<file path="config.mk">
export PLATFORM = sky130hd
export DESIGN_NAME = operand_fetch_flat
export DESIGN_NICKNAME = d
export VERILOG_FILES = /design/src/rtl/operand_fetch_pkg.sv /design/src/rtl/operand_fetch_if.sv /design/src/rtl/operand_scoreboard.sv /design/src/rtl/operand_fetch.sv /design/src/flat_wrapper.sv
export SDC_FILE = /design/constraint.sdc
export NUM_CORES = 1
export LEC_CHECK = 0
export CORE_ASPECT_RATIO = 2
export CORE_MARGIN = 2
export CORE_UTILIZATION = 44
export DETAILED_ROUTE_END_ITERATION = 16
export PLACE_DENSITY = 0.84
export RECOVER_POWER = 100
export REMOVE_ABC_BUFFERS = 1
export SYNTH_ARGS = -nofsm -noshare
export SYNTH_HDL_FRONTEND = slang
export SYNTH_SLANG_ARGS = --single-unit
export TNS_END_PERCENT = 30
</file>
<file path="constraint.sdc">
create_clock -name clk -period 3 [get_ports clk]
set_input_delay 0.3 -clock clk [delete_from_list [all_inputs] [get_ports clk]]
set_output_delay 0.3 -clock clk [all_outputs]
set_load 0.01 [all_outputs]
</file>
<file path="src/rtl/operand_fetch_pkg.sv">
// Shared widths, register types and the execute-side payload for the operand-fetch stage.
package operand_fetch_pkg;

    localparam int unsigned AWIDTH  = 3;
    localparam int unsigned DWIDTH  = 8;
    localparam int unsigned OPWIDTH = 4;
    localparam int unsigned NREGS   = 1 << AWIDTH;

    typedef logic [AWIDTH-1:0]  reg_addr_t;
    typedef logic [DWIDTH-1:0]  reg_data_t;
    typedef logic [OPWIDTH-1:0] op_t;

    typedef struct packed {
        op_t       op;
        reg_data_t op1;
        reg_data_t op2;
        reg_addr_t rd;
        logic      rd_we;
    } ex_bundle_t;

endpackage

</file>
<file path="src/rtl/operand_fetch_if.sv">
// Decoder, register-bank, writeback and execute signals of the operand-fetch stage.
interface operand_fetch_if;
    import operand_fetch_pkg::*;

    logic      id_valid;
    logic      id_ready;
    op_t       id_op;
    reg_addr_t id_rs1;
    reg_addr_t id_rs2;
    reg_addr_t id_rd;
    logic      id_rd_we;

    reg_addr_t raddr1;
    reg_addr_t raddr2;
    reg_data_t rdata1;
    reg_data_t rdata2;

    logic      wb_wen;
    reg_addr_t wb_waddr;
    reg_data_t wb_wdata;

    logic      ex_valid;
    logic      ex_ready;
    op_t       ex_op;
    reg_data_t ex_op1;
    reg_data_t ex_op2;
    reg_addr_t ex_rd;
    logic      ex_rd_we;

    // Environment side: decoder, register bank, writeback and execute.
    modport master (
        output id_valid, id_op, id_rs1, id_rs2, id_rd, id_rd_we,
        input  id_ready,
        input  raddr1, raddr2,
        output rdata1, rdata2,
        output wb_wen, wb_waddr, wb_wdata,
        input  ex_valid, ex_op, ex_op1, ex_op2, ex_rd, ex_rd_we,
        output ex_ready
    );

    // Operand-fetch stage side.
    modport slave (
        input  id_valid, id_op, id_rs1, id_rs2, id_rd, id_rd_we,
        output id_ready,
        output raddr1, raddr2,
        input  rdata1, rdata2,
        input  wb_wen, wb_waddr, wb_wdata,
        output ex_valid, ex_op, ex_op1, ex_op2, ex_rd, ex_rd_we,
        input  ex_ready
    );

endinterface

</file>
<file path="src/rtl/operand_scoreboard.sv">
// Pending-write bit per register with set/clear and three pend lookups.
// OPERAND_FORWARD_EN: a register being cleared this cycle already reads as not pending.
module operand_scoreboard
    import operand_fetch_pkg::*;
(
    input  logic      clk,
    input  logic      rst_n,
    input  logic      set_en,
    input  reg_addr_t set_idx,
    input  logic      clr_en,
    input  reg_addr_t clr_idx,
    input  reg_addr_t idx_a,
    input  reg_addr_t idx_b,
    input  reg_addr_t idx_c,
    output logic      pend_a_c,
    output logic      pend_b_c,
    output logic      pend_c_c
);

    logic [NREGS-1:0] pending_q;

    function automatic logic lookup(input reg_addr_t idx);
`ifdef OPERAND_FORWARD_EN
        return (idx != '0) && pending_q[idx] && !(clr_en && (clr_idx == idx));
`else
        return (idx != '0) && pending_q[idx];
`endif
    endfunction

    assign pend_a_c = lookup(idx_a);
    assign pend_b_c = lookup(idx_b);
    assign pend_c_c = lookup(idx_c);

    // Set is applied after clear so a new writer wins over the retiring one.
    always_ff @(posedge clk or negedge rst_n) begin
        if (!rst_n) begin
            pending_q <= '0;
        end else begin
            if (clr_en) pending_q[clr_idx] <= 1'b0;
            if (set_en) pending_q[set_idx] <= 1'b1;
        end
    end

endmodule

</file>
<file path="src/rtl/operand_fetch.sv">
// Operand-fetch stage: bank read, writeback forwarding, hazard stall and execute output register.
// OPERAND_FORWARD_EN: forward same-cycle writeback data and release RAW stalls one cycle earlier.
module operand_fetch
    import operand_fetch_pkg::*;
(
    input  logic            clk,
    input  logic            rst_n,
    operand_fetch_if.slave  bus
);

    logic       wb_any_c;
    logic       pend_rs1_c;
    logic       pend_rs2_c;
    logic       pend_rd_c;
    logic       hazard_c;
    logic       slot_free_c;
    logic       accept_c;
    logic       set_en_c;
    reg_data_t  op1_c;
    reg_data_t  op2_c;
    logic       ex_valid_q;
    ex_bundle_t ex_q;

    assign bus.raddr1 = bus.id_rs1;
    assign bus.raddr2 = bus.id_rs2;

    // Writes to x0 never touch the scoreboard or the forwarding path.
    assign wb_any_c = bus.wb_wen && (bus.wb_waddr != '0);

    operand_scoreboard u_scoreboard (
        .clk      (clk),
        .rst_n    (rst_n),
        .set_en   (set_en_c),
        .set_idx  (bus.id_rd),
        .clr_en   (wb_any_c),
        .clr_idx  (bus.wb_waddr),
        .idx_a    (bus.id_rs1),
        .idx_b    (bus.id_rs2),
        .idx_c    (bus.id_rd),
        .pend_a_c (pend_rs1_c),
        .pend_b_c (pend_rs2_c),
        .pend_c_c (pend_rd_c)
    );

    assign hazard_c    = pend_rs1_c || pend_rs2_c ||
                         (bus.id_rd_we && (bus.id_rd != '0) && pend_rd_c);
    assign slot_free_c = !ex_valid_q || bus.ex_ready;
    assign bus.id_ready = slot_free_c && !hazard_c;
    assign accept_c    = bus.id_valid && slot_free_c && !hazard_c;
    assign set_en_c    = accept_c && bus.id_rd_we && (bus.id_rd != '0);

`ifdef OPERAND_FORWARD_EN
    assign op1_c = (wb_any_c && (bus.wb_waddr == bus.id_rs1)) ? bus.wb_wdata : bus.rdata1;
    assign op2_c = (wb_any_c && (bus.wb_waddr == bus.id_rs2)) ? bus.wb_wdata : bus.rdata2;
`else
    logic unused_wdata_c;
    assign unused_wdata_c = ^bus.wb_wdata;
    assign op1_c = bus.rdata1;
    assign op2_c = bus.rdata2;
`endif

    // Output register: load on accept, drain on ex_ready, hold otherwise.
    always_ff @(posedge clk or negedge rst_n) begin
        if (!rst_n) begin
            ex_valid_q <= 1'b0;
            ex_q       <= '0;
        end else if (accept_c) begin
            ex_valid_q <= 1'b1;
            ex_q.op    <= bus.id_op;
            ex_q.op1   <= op1_c;
            ex_q.op2   <= op2_c;
            ex_q.rd    <= bus.id_rd;
            ex_q.rd_we <= bus.id_rd_we && (bus.id_rd != '0);
        end else if (bus.ex_ready) begin
            ex_valid_q <= 1'b0;
        end
    end

    assign bus.ex_valid = ex_valid_q;
    assign bus.ex_op    = ex_q.op;
    assign bus.ex_op1   = ex_q.op1;
    assign bus.ex_op2   = ex_q.op2;
    assign bus.ex_rd    = ex_q.rd;
    assign bus.ex_rd_we = ex_q.rd_we;

endmodule

</file>
<file path="src/flat_wrapper.sv">
// flat-port wrapper written by rule: the top's interface ports become plain ports
module operand_fetch_flat import operand_fetch_pkg::*;
  (clk, rst_n, bus_id_valid, bus_id_op, bus_id_rs1, bus_id_rs2, bus_id_rd, bus_id_rd_we, bus_id_ready, bus_raddr1, bus_raddr2, bus_rdata1, bus_rdata2, bus_wb_wen, bus_wb_waddr, bus_wb_wdata, bus_ex_valid, bus_ex_op, bus_ex_op1, bus_ex_op2, bus_ex_rd, bus_ex_rd_we, bus_ex_ready);
  operand_fetch_if bus_i ();
  input  logic clk;
  input  logic rst_n;
  input wire logic [$bits(bus_i.id_valid)-1:0] bus_id_valid;
  input wire logic [$bits(bus_i.id_op)-1:0] bus_id_op;
  input wire logic [$bits(bus_i.id_rs1)-1:0] bus_id_rs1;
  input wire logic [$bits(bus_i.id_rs2)-1:0] bus_id_rs2;
  input wire logic [$bits(bus_i.id_rd)-1:0] bus_id_rd;
  input wire logic [$bits(bus_i.id_rd_we)-1:0] bus_id_rd_we;
  output wire logic [$bits(bus_i.id_ready)-1:0] bus_id_ready;
  output wire logic [$bits(bus_i.raddr1)-1:0] bus_raddr1;
  output wire logic [$bits(bus_i.raddr2)-1:0] bus_raddr2;
  input wire logic [$bits(bus_i.rdata1)-1:0] bus_rdata1;
  input wire logic [$bits(bus_i.rdata2)-1:0] bus_rdata2;
  input wire logic [$bits(bus_i.wb_wen)-1:0] bus_wb_wen;
  input wire logic [$bits(bus_i.wb_waddr)-1:0] bus_wb_waddr;
  input wire logic [$bits(bus_i.wb_wdata)-1:0] bus_wb_wdata;
  output wire logic [$bits(bus_i.ex_valid)-1:0] bus_ex_valid;
  output wire logic [$bits(bus_i.ex_op)-1:0] bus_ex_op;
  output wire logic [$bits(bus_i.ex_op1)-1:0] bus_ex_op1;
  output wire logic [$bits(bus_i.ex_op2)-1:0] bus_ex_op2;
  output wire logic [$bits(bus_i.ex_rd)-1:0] bus_ex_rd;
  output wire logic [$bits(bus_i.ex_rd_we)-1:0] bus_ex_rd_we;
  input wire logic [$bits(bus_i.ex_ready)-1:0] bus_ex_ready;
  assign bus_i.id_valid = bus_id_valid;
  assign bus_i.id_op = bus_id_op;
  assign bus_i.id_rs1 = bus_id_rs1;
  assign bus_i.id_rs2 = bus_id_rs2;
  assign bus_i.id_rd = bus_id_rd;
  assign bus_i.id_rd_we = bus_id_rd_we;
  assign bus_id_ready = bus_i.id_ready;
  assign bus_raddr1 = bus_i.raddr1;
  assign bus_raddr2 = bus_i.raddr2;
  assign bus_i.rdata1 = bus_rdata1;
  assign bus_i.rdata2 = bus_rdata2;
  assign bus_i.wb_wen = bus_wb_wen;
  assign bus_i.wb_waddr = bus_wb_waddr;
  assign bus_i.wb_wdata = bus_wb_wdata;
  assign bus_ex_valid = bus_i.ex_valid;
  assign bus_ex_op = bus_i.ex_op;
  assign bus_ex_op1 = bus_i.ex_op1;
  assign bus_ex_op2 = bus_i.ex_op2;
  assign bus_ex_rd = bus_i.ex_rd;
  assign bus_ex_rd_we = bus_i.ex_rd_we;
  assign bus_i.ex_ready = bus_ex_ready;
  operand_fetch u_core (.clk(clk), .rst_n(rst_n), .bus(bus_i));
endmodule
</file>
==> results of run 1 <==
[metrics by stage]
stage | total power [mW] | hold slack, ps | util [%] | std cells | setup slack [ps]
detailed placement | 1.732 | 371.3 | 62.97 | 228 | 277.8
CTS | 2.170 | 386.2 | 66.06 | 236 | 274.3
global route | 2.043 | 401.6 | 63.56 | 236 | 189.2
floorplan | 1.218 | 4.409 | - | 106 | 367.2
global placement | 1.707 | 367.5 | 62.97 | 228 | 337.4
finish | 1.916 | 382.1 | 63.56 | 236 | 284.7
[path summary, 6_finish.rpt]
path                                               endpoint  cells past startpoint                        startpoint
min                        u_core.u_scoreboard.pending_q[0]                      0  u_core.u_scoreboard.pending_q[0]
min in group asynchronous               u_core.bus.ex_op[3]                      2                             rst_n
max                                            bus_id_ready                      6                      bus_id_rd[0]
max in group asynchronous              u_core.bus.ex_op2[4]                      2                             rst_n
max reg2reg                             u_core.bus.ex_op[3]                      6  u_core.u_scoreboard.pending_q[6]
min reg2reg                u_core.u_scoreboard.pending_q[0]                      0  u_core.u_scoreboard.pending_q[0]
[power groups by stage]
stage / combinational [mW] / clock (mW) / sequential [mW]
final: 0.754 / 0.424 / 0.738
after detailed placement: 0.970 / 0 / 0.762
after global placement: 0.951 / 0 / 0.756
after global routing: 0.826 / 0.450 / 0.767
after floorplan: 0.388 / 0 / 0.831
after CTS: 0.974 / 0.436 / 0.759
[logic make-up after synthesis]
| logic type | count (synthesis) |
|---|---|
| multiplexers | 35 |
| flip-flops | 33 |
| AND/OR/NAND/NOR | 23 |
| AO/OA/AOI/OAI | 13 |
| buffers and inverters | 13 |
[metal layers]
layer / track usage (%) / part of all wire (%) / vias up
met5: 0 / 0 / -
met4: 10.36 / 3.8 / 0
met3: 6.496 / 9.8 / 15
met2: 28.89 / 49 / 72
met1: 19.35 / 37 / 596
li1: - / - / 562
[cell type report]
cell class / count / area, sq um
Inverter: 2 / 7.507
Clock buffer: 7 / 86.33
Fill cell: 318 / 1371
Sequential cell: 33 / 825.8
Clock inverter: 1 / 30.03
Multi-Input combinational cell: 71 / 664.4
Tap cell: 51 / 63.81
Timing Repair Buffer: 71 / 714.4
[cell usage after synthesis]
| library cell | number | area, sq um |
|---|---|---|
| a32o_1 | 5 | 50.05 |
| a22o_1 | 2 | 17.52 |
| o31ai_1 | 1 | 7.510 |
| mux2_1 | 2 | 22.52 |
| nand4_1 | 1 | 6.260 |
| nand2_1 | 2 | 7.510 |
| dfrtp_1 | 33 | 825.8 |
| mux2_2 | 3 | 33.78 |
| nor2b_1 | 5 | 31.28 |
| buf_12 | 2 | 40.04 |
| o211ai_2 | 2 | 25.02 |
| nor3_4 | 1 | 16.27 |
| buf_6 | 2 | 22.52 |
| or2_1 | 1 | 6.260 |
| a21oi_1 | 1 | 5.000 |
| clkbuf_1 | 1 | 3.750 |
| nand3b_1 | 3 | 22.52 |
| and2_1 | 1 | 6.260 |
| mux4_2 | 2 | 45.04 |
| mux2_4 | 21 | 315.3 |
| and3_1 | 2 | 12.51 |
| buf_4 | 6 | 45.04 |
| nand4b_1 | 2 | 17.52 |
| nor2_1 | 3 | 11.26 |
| a211o_1 | 1 | 8.760 |
| mux2i_1 | 7 | 70.07 |
| nand3_1 | 2 | 10.01 |
| inv_1 | 2 | 7.510 |
| a31oi_1 | 1 | 6.260 |
[flip-flops by register name, summed over array words and instances (netlist names)]
name and cells:
u_core.bus.ex_rd 3, u_core.bus.ex_valid 1, u_core.bus.ex_rd_we 1, u_core.bus.ex_op2 8, u_core.u_scoreboard.pending_q 8, u_core.bus.ex_op1 8, u_core.bus.ex_op 4
[critical path: stages]
cell,delay (ps)
dlygate4sd3_1,760
mux2i_1,120
mux4_2,490
o211ai_2,170
nor2_1,70
clkdlybuf4s50_1,490
==> impl.org, run 1 <==
** Run status
- Outcome :: complete, but fails checks
- Failing checks :: capacitance limit, slew limit

** Worst setup path
- At the worst endpoint, the required time is 2700 ps.
- Sort of element at the start of the critical path :: input port
- Worst Path Arrival :: 2420 ps
- Category of the most critical setup path :: input port to output port
- Worst Setup End Kind :: output port
- Setup slack on the worst reg-to-reg path comes out at 840 ps.
- In this run the worst path has a maximum fanout of 8.

** Yosys
- XOR/XNOR Fraction of Synth Area :: 0%
- Complex-gate fraction of the synthesized area :: 7.069%
- Simple-gate share of the synthesized area :: 8.689%
- Instance count of the mapped netlist :: 117
- Sequential cells were found to cover 48.60% of the synthesized design area.
- In this run, synthesis produced a sequential element count of 33.
- Post-synthesis mux area share :: 28.65%
- YS warnings :: 0
- The synthesized netlist contains 29 unique library cells.
- After synthesis, the largest family of logic cells by area is multiplexers.
- Synth Cell Area :: 1699 sq um
- Average footprint of a synthesized cell :: 14.52 sq um
- Area share of fa/ha/maj cells after synthesis :: 0%

** Pwr
- In this run, flip-flops and latches consume 38.5% of the power.
- In this run switching power makes up 29.11% of total power.
- Cell internal power was estimated by the tool at 1.358 mW.
- Pwr per Cell Area :: 800.8 nW/um^2
- The share of total power dissipated in the clock network is 22.2%.
- Combinational cells account for 39.3% of the total power.
- Max VDD drop :: 0.5006 mV
- Standby leakage power :: 0.9905 nW
- In this run the power spent charging and discharging nets is 557.7 uW.

** Placement
- Number of port buffers :: 69
- Summed over all nets, the half-perimeter wirelength after detailed placement is 2.631 mm.
- Routability-driven placement finished with a final weighted congestion of 0.7480.
- Placed cell areas :: 2370 sq um

** Drt
- Overall via count from detail_route :: 1245
- Per-cell routed wire length :: 14.82 um
- The detailed router finished its first iteration with 23 violations.
- Post-detailed-route via-to-cell ratio :: 5.275
- Routed Wire Length :: 3.497 mm
- Detail Route Antenna Nets :: 0
- Residual DRC count :: 0
- The first TritonRoute pass finished after 5 iterations.

** Clock tree
- Clock insertion delay at the later pin of the skew report :: 280 ps
- Clock edge transition at the registers on the reported setup and hold paths :: 70 ps
- The clock drives 33 sinks.
- The tree is rooted in a clkbuf_8.
- Postcts setup bufs :: 0
- H-tree levels :: 2
- Hold repair after CTS inserted 0 buffers.
- Maximum clock path buffer count :: 2
- Once the clock tree was built, the resizer swapped 0 gates to a different size.
- CTS tree :: done
- Counting the buffers created by CTS gives 5.

** Final layout
- After routing the design area is 2392 sq um.
- After the last flow step, the layout net total stands at 230.
- Leaving out fill and tap cells, the most frequent cell in the layout is clkdlybuf4s50_1.
- Layout cells sized above 1 :: 8.108%
- 0 antenna diodes ended up in the layout.
- Relative to the synthesized area, the layout overhead comes to 40.79%.
- In the layout the commonest cells are 36 x clkdlybuf4s50_1, 33 x dlygate4sd3_1, 33 x dfrtp_1.

** Floorplan
- For this design the top-level I/O count stands at 78.
- The initialized floorplan defines 32 standard-cell rows.
- The die is 47.94 um wide.
- The initial utilization of the core area, before any placement, comes to 45.15%.
- The die covers 4405 sq um.
- The total area inside the core boundary comes to 3764 sq um.
- Y dimension of the die :: 91.88 um

** STA
- In the finished design, the share of the clock period the worst path needs comes to 90.51%.
- Setup repair after global routing left no endpoint under its margin.
- Number of endpoints with negative hold slack in the final report :: 0
- FMAX :: 368.3 MHz
- For the pin with the worst max-slew slack, the measured transition is 1705 ps.
- Setup-violating endpoint count in the final report :: 0
- Period minus WS final :: 2715 ps
- The worst pin sits at a relative slew slack of -13.66%.
- Max-slew violation count :: 34
- Setup TNS after final layout :: 0 ps
- Clock tree skew after final layout :: 4.487 ps

** Global route
- GR Util All Layers :: 18.16%
- The total overflow left after global routing is 0.
- The number of antenna violations at the first check in global routing came to 0.
- Largest net degree at the start of global routing :: 34
- The via count of the first global-routing pass came to 1362.
- Wire length of the first global-routing pass :: 5.775 mm

** Worst hold path
- The path class of the tightest hold or removal check is register to register.

** Flow run
- Number of maximum-capacitance violations :: 1
Power figures use the tool's default switching activity.
==> run 2: changes to the inputs <==
- RECOVER_POWER: 100 -> unset
- TNS_END_PERCENT: 30 -> 100
==> run 2 against run 1 <==
Against the previous run:
- critical path type unchanged
- first-iteration DRC count fell by 8.7%
- global-route usage is the same
- die area stayed put
- the flow now finishes without violations
- setup slack got worse by 6.8 ps
- non-clock buffer count unchanged
- sequential power grew 2%
- count of clock-buffer cells in the layout stayed put
==> impl.org, run 2 (synthesis gave the netlist of run 1 again) <==
** Final layout
- Layout cells sized above 1 :: 20.54% (was 8.108%)
- Number of filler cells placed in the layout :: 298 (was 318)
- The area taken by multi-input logic gates came to 754.5 sq um (was 664.4 sq um).
- The area of all sequential standard cells came to 825.8 sq um (unchanged).
- The final net count is 230 (unchanged).
- Most frequent cells in the layout: 69 x clkdlybuf4s50_1, 33 x dfrtp_1, 21 x mux2_4 (was 36 x clkdlybuf4s50_1, 33 x dlygate4sd3_1, 33 x dfrtp_1).
- The number of inserted diodes came to 0 (unchanged).
- The post-synthesis to final-layout area growth was 46.32% (was 40.79%).
- The leading cell type in the layout, fill and taps excluded is clkdlybuf4s50_1 (unchanged).

** Floorplan
- The vertical die dimension came to 91.88 um (unchanged).
- The initial core utilization was 45.15% (unchanged).
- The floorplan core area was 3764 sq um (unchanged).
- The number of standard-cell rows in the floorplan is 32 (unchanged).
- The floorplan die width was 47.94 um (unchanged).
- Total I/O pin count :: 78 (unchanged)
- The total die area was 4405 sq um (unchanged).

** Placement
- The final estimated routing congestion in global placement came to 0.7480 (unchanged).
- Setup slack at placement :: 277.8 ps (unchanged)
- Detailed placement HPWL :: 2.631 mm (unchanged)
- Number of port buffers :: 69 (unchanged)

** Clock tree
- The hold-fix buffer count after cts is 0 (unchanged).
- Buffer type at the clock tree root :: clkbuf_8 (unchanged)
- The count of buffers added by post-CTS timing repair for setup is 0 (unchanged).
- Clock edge transition at the registers on the reported setup and hold paths :: 60 ps (was 70 ps)
- Clock insertion delay at the later pin of the skew report :: 280 ps (about the same)
- H-tree levels :: 2 (unchanged)
- The count of clock tree sinks came to 33 (unchanged).
- The TritonCTS clock tree is done (unchanged).
- Maximum clock path buffer count :: 2 (unchanged)
- Post-CTS Resized :: 0 (unchanged)
- Number of buffers added by the clock tree synthesis step :: 5 (unchanged)

** Pwr
- The switching power share of the total was 27.61% (was 29.11%).
- The areal power density over the cells is 860.5 nW/um^2 (was 800.8 nW/um^2).
- The relative contribution of sequential cells to total power is 35.3% (was 38.5%).
- Max VDD drop :: 0.5427 mV (was 0.5006 mV)
- The switching power summed over all nets was 590.7 uW (was 557.7 uW).
- The proportion of power drawn by combinational gates came to 44.9% (was 39.3%).
- Share of power burned in the clock network :: 19.8% (was 22.2%)
- The reported leakage power is 1.060 nW (was 0.9905 nW).
- The internal power contribution is 1.549 mW (was 1.358 mW).

** STA
- The relative slew slack was 73.11% (was -13.66%).
- The achievable clock frequency came to 367.4 MHz (was 368.3 MHz).
- Clock tree skew after final layout :: 3.469 ps (was 4.487 ps)
- Number of endpoints with negative hold slack in the final report :: 0 (unchanged)
- Max-slew violation count :: 0 (was 34)
- Setup TNS after final layout :: 0 ps (unchanged)
- The final worst setup slack was 278.0 ps (was 284.7 ps).
- Period minus WS final :: 2722 ps (was 2715 ps)
- The slew of the pin with the lowest slew margin came to 403.3 ps (was 1705 ps).
- Share of the clock period used by the worst path after layout :: 90.73% (was 90.51%)
- Unrepaired setup endpoints after global routing :: no (unchanged)
- Setup-violating endpoint count in the final report :: 0 (unchanged)

** Worst setup path
- The critical path data arrival time is 2420 ps (about the same).
- Crit path max-delay cell type :: clkdlybuf4s50_1 (was dlygate4sd3_1)
- The type of element capturing the critical path was an output port (unchanged).
- The data required time at the worst endpoint came to 2700 ps (about the same).
- The largest incremental delay on the critical path was 690 ps (was 760 ps).
- Largest driver fanout on the critical path :: 8 (unchanged)
- The element type at the critical path start was an input port (unchanged).
- Cell Chain, Critical Path: clkdlybuf4s50_1 > mux2i_1 > mux4_2 > o211ai_2 > nor2_1 > clkdlybuf4s50_1 (was dlygate4sd3_1 > mux2i_1 > mux4_2 > o211ai_2 > nor2_1 > clkdlybuf4s50_1).
- Category of the most critical setup path :: input port to output port (unchanged)
- By instance count, the cell type seen most on the critical path is clkdlybuf4s50_1.

** Drt
- The final routed wirelength across all metal layers was 3.571 mm (was 3.497 mm).
- Residual DRC count :: 0 (unchanged)
- The total via count in the routed design came to 1254 (was 1245).
- Detail Route Antenna Nets :: 0 (unchanged)
- DR pass1 iterations :: 4 (was 5)
- The detail-routed via count per cell came to 5.314 (was 5.275).
- Per-cell routed wire length :: 15.13 um (was 14.82 um)
- The violation count after the first detailed-route iteration was 21 (was 23).

** Global route
- The number of antenna violations at the first check in global routing was 0 (unchanged).
- The via count of the first global-routing pass was 1362 (unchanged).
- The first-pass GRT wire length came to 5.775 mm (unchanged).
- GR Util All Layers :: 18.16% (unchanged)
- The remaining global-route overflow came to 0 (unchanged).
- The pin count of the biggest net entering global routing is 34 (unchanged).

** Worst hold path
- The class of the most critical hold timing path is register to register (unchanged).

** Run status
- Outcome: finished clean (was complete, but fails checks).

** Flow run
- The max-capacitance violation count is 0 (was 1).
## run 2: cell types whose count changed in the layout (fill, tap and decap cells not counted)
cell,delta
dlygate4sd3_1,-33
nor3_1,-1
clkbuf_1,-1
nor3_4,+1
mux2_4,+21
clkdlybuf4s50_1,+33
buf_4,+1
mux2_1,-21
## run 2: final cells by class
type | count | area share [%]
Clock inverter | 1 | 1.208
Sequential cell | 33 | 33.22
Multi-Input combinational cell | 71 | 30.35
Inverter | 2 | 0.3020
Clock buffer | 7 | 3.473
Timing Repair Buffer | 71 | 28.89
Tap cell | 51 | 2.567
## run 2: final timing paths
kind / slack [ps] / endpoint / from / cells after the start
max reg2reg: 930 / u_core.bus.ex_op2[4] / u_core.u_scoreboard.pending_q[7] / 6
min: 380 / u_core.u_scoreboard.pending_q[0] / u_core.u_scoreboard.pending_q[0] / 0
max in group asynchronous: 2300 / u_core.bus.ex_op[1] / rst_n / 2
min in group asynchronous: 420 / u_core.u_scoreboard.pending_q[3] / rst_n / 2
min reg2reg: 380 / u_core.u_scoreboard.pending_q[0] / u_core.u_scoreboard.pending_q[0] / 0
max: 280 / bus_id_ready / bus_id_rd[0] / 6
## run 2: critical path, delay by kind of cell
family / cells / cell delay, ps
muxes: 2 / 610
AOI/OAI and AO/OA: 1 / 230
buffers and inverters: 2 / 1180
and+or+nand+nor: 1 / 90
## run 2: power groups by stage
stage / registers, mW / clock network (mW) / logic, mW
after floorplan: 0.831 / 0 / 0.388
after global placement: 0.756 / 0 / 0.951
after detailed placement: 0.762 / 0 / 0.970
after CTS: 0.759 / 0.436 / 0.974
after global routing: 0.785 / 0.450 / 1.03
final: 0.755 / 0.423 / 0.961
## run 2: metrics by stage
stage                     instance area [sq um]  utilization, %  std cells  hold WS, ps  power, mW
after floorplan                            1588               -        106        4.409      1.218
final                                      2486           66.06        236        381.5      2.139
after CTS                                  2486           66.06        236        386.2      2.170
after global placement                     2370           62.97        228        367.5      1.707
after detailed placement                   2370           62.97        228        371.3      1.732
after global routing                       2486           66.06        236        401.6      2.268
## run 2: routing by layer
layer / up-vias / wire length [um] / GRT usage [%]
met2: 74 / 1792 / 28.89
li1: 558 / - / -
met1: 609 / 1303 / 19.35
met5: - / 0 / 0
met4: 0 / 121 / 10.36
met3: 13 / 353 / 6.496
==> run 3: changes to the inputs <==
- GPL_TIMING_DRIVEN: unset -> 0
==> run 3 against run 2 <==
Against the previous run:
- count of clock-buffer cells in the layout unchanged
- non-clock buffer count unchanged
- final cell count decreased by 0.42%
- global-route usage decreased by 1.5 points
- combinational power increased by 1%
- clock skew about the same
- hold slack got worse by 320 ps
- fmax decreased by 1.0%
- power decreased by 3.7%
- clock power decreased by 23%
- flip-flop and latch count unchanged
- critical path type unchanged
- largest cell class unchanged
- largest power group unchanged
==> impl.org, run 3 (synthesis gave the netlist of run 1 again) <==
** Run status
- Outcome: finished clean (unchanged).

** Drt
- Routed wire length on met2 :: 1.739 mm (was 1.792 mm)
- The length of routed met3 wiring is 356 um (was 353 um).
- The remaining antenna violation count was 0 (unchanged).
- Violation count after the first detailed-route iteration :: 28 (was 21)
- Post-detailed-route via-to-cell ratio :: 5.230 (was 5.314)
- The wire length on met1 is 1.372 mm (was 1.303 mm).
- Overall via count from detail_route :: 1229 (was 1254)
- The first-pass detailed-route iteration total is 4 (unchanged).
- Routed Wire Length :: 3.528 mm (was 3.571 mm)
- Max Used Layer :: met4 (unchanged)
- Per-cell routed wire length :: 15.01 um (was 15.13 um)
- The count of unresolved DRC violations after routing is 0 (unchanged).

** Final layout
- The leading cell type in the layout, fill and taps excluded was clkdlybuf4s50_1 (unchanged).
- The final net count is 230 (unchanged).
- The number of inserted diodes came to 0 (unchanged).
- The fraction of layout cells with a size suffix above 1 is 20.65% (was 20.54%).
- The area taken by multi-input logic gates came to 754.5 sq um (unchanged).
- Area taken by flip-flops and latches :: 825.8 sq um (unchanged)
- Post-synthesis to final-layout area growth :: 45.14% (was 46.32%)
- Most frequent cells in the layout: 68 x clkdlybuf4s50_1, 33 x dfrtp_1, 21 x mux2_4 (was 69 x clkdlybuf4s50_1, 33 x dfrtp_1, 21 x mux2_4).
- Number of filler cells placed in the layout :: 313 (was 298)

** Worst setup path
- Critical path data required time :: 2700 ps (about the same)
- The path depth of the worst reg2reg path came to 6 (unchanged).
- The library cell appearing most often on the critical path was clkdlybuf4s50_1 (unchanged).
- The critical path data arrival time came to 2450 ps (was 2420 ps).
- The slowest cell on the critical path was clkdlybuf4s50_1 (unchanged).
- The classification of the worst setup path is input port to output port (unchanged).
- The largest fanout on the critical path was 8 (unchanged).
- The cell count along the critical path was 6 (unchanged).
- The element type at the critical path start is an input port (unchanged).
- Family with the most delay on the worst path :: buffers and inverters (unchanged)
- Cell Chain, Critical Path :: clkdlybuf4s50_1 > mux2i_1 > mux4_2 > o211ai_2 > nor2_1 > clkdlybuf4s50_1 (unchanged)
- The largest incremental delay on the critical path came to 700 ps (was 690 ps).
- Worst Setup End Kind :: output port (unchanged)
- The number of buffers and inverters on the critical path came to 2 (unchanged).

** Placement
- The half-perimeter wire length of the detailed placement result was 2.624 mm (was 2.631 mm).
- The worst setup timing slack at the placement stage was 155.4 ps (was 277.8 ps).
- Number of port buffers :: 69 (unchanged)
- Routability congestion estimate :: 0.7592 (was 0.7480)

** Clock tree
- The latest clock arrival within the worst-skew pair came to 280 ps (about the same).
- Post-CTS Hold Buffers :: 0 (unchanged)
- The count of buffers added by post-CTS timing repair for setup came to 0 (unchanged).
- The H-tree depth was 2 (unchanged).
- Buffer type at the clock tree root :: clkbuf_8 (unchanged)
- Maximum clock path buffer count :: 2 (unchanged)
- CTS tree :: done (unchanged)
- The count of clock tree sinks came to 33 (unchanged).
- Number of buffers added by the clock tree synthesis step :: 5 (unchanged)
- Clock edge transition at the registers on the reported setup and hold paths :: 60 ps (about the same)
- The count of instances resized after the clock tree is built came to 0 (unchanged).

** Global route
- The pin count of the biggest net entering global routing came to 34 (unchanged).
- Leftover overflow at the end of global routing :: 0 (unchanged)
- The number of antenna violations at the first check in global routing came to 0 (unchanged).
- The first-pass GRT wire length came to 5.313 mm (was 5.775 mm).
- GR Util All Layers :: 16.68% (was 18.16%)
- Via count of the first global-routing pass :: 1226 (was 1362)

** Floorplan
- DIE AREA :: 4405 sq um (unchanged)
- Total I/O pin count :: 78 (unchanged)
- Core box area :: 3764 sq um (unchanged)
- The initial core utilization came to 45.15% (unchanged).
- The floorplan die width is 47.94 um (unchanged).
- The number of standard-cell rows in the floorplan was 32 (unchanged).
- The vertical die dimension came to 91.88 um (unchanged).

** STA
- The achievable clock frequency came to 363.7 MHz (was 367.4 MHz).
- Setup TNS after final layout :: 0 ps (unchanged)
- Headroom to the max-slew limit :: 54.03% (was 73.11%)
- The final count of pins violating max slew was 0 (unchanged).
- PnR worst setup slack :: 250.3 ps (was 278.0 ps)
- Period minus WS final :: 2750 ps (was 2722 ps)
- The total count of hold-check failures in the final report was 0 (unchanged).
- The number of endpoints failing setup at the final stage came to 0 (unchanged).
- The slew of the pin with the lowest slew margin came to 689.6 ps (was 403.3 ps).
- Unrepaired setup endpoints after global routing: no (unchanged).
- Clock tree skew after final layout :: 3.858 ps (was 3.469 ps)
- Share of the clock period used by the worst path after layout :: 91.66% (was 90.73%)

** Pwr
- The maximum VDD drop is 0.5243 mV (was 0.5427 mV).
- Total design power :: 2.059 mW (was 2.139 mW)
- Standby leakage power :: 1.052 nW (was 1.060 nW)
- Pwr per Cell Area :: 835.1 nW/um^2 (was 860.5 nW/um^2)

** Worst hold path
- Path type of the worst min-delay path :: input port to async pin (was register to register)

** Flow run
- The max-capacitance violation count was 0 (unchanged).
==> run 3: cell count changes in the layout (fill, tap and decap cells not counted), sizes merged <==
cell	change
bufinv	-1
clkdlybuf4s50	-1
buf	+1
==> run 3: metrics by stage <==
step	hold WS [ps]	util [%]	cell area [sq um]	std cells
3_3_place_gp	367.2	62.23	2342	226
6_report	62.88	65.53	2466	235
5_1_grt	135.4	65.53	2466	235
2_1_floorplan	4.409	-	1588	106
3_5_place_dp	371.9	63.36	2385	228
4_1_cts	387.3	65.66	2471	235
==> run 3: power by group <==
part           internal, mW  switching [mW]
Sequential            0.640           0.120
Combinational         0.650           0.324
Clock                 0.182           0.143
==> run 3: worst paths after layout <==
kind                                                  start                                to  slack [ps]
setup / recovery                               bus_id_rd[0]                      bus_id_ready         250
hold / removal                                        rst_n              u_core.bus.ex_op2[2]          60
setup reg to reg           u_core.u_scoreboard.pending_q[7]              u_core.bus.ex_op2[5]         670
hold reg to reg            u_core.u_scoreboard.pending_q[0]  u_core.u_scoreboard.pending_q[0]         390
max in group asynchronous                             rst_n              u_core.bus.ex_op1[3]        2490
min in group clk           u_core.u_scoreboard.pending_q[0]  u_core.u_scoreboard.pending_q[0]         390
==> run 3: layout make-up <==
class | count | area share, %
clock buffer | 7 | 3.501
timing repair buffer | 71 | 29.53
sequential | 33 | 33.49
inverter | 2 | 0.3044
multi-input combinational | 71 | 30.59
tap | 51 | 2.588
==> run 3: metal layers <==
layer,global-route usage [%],up-vias
met5,0,-
met4,9.685,0
met3,5.118,6
met2,25.33,70
met1,19.64,594
li1,-,559
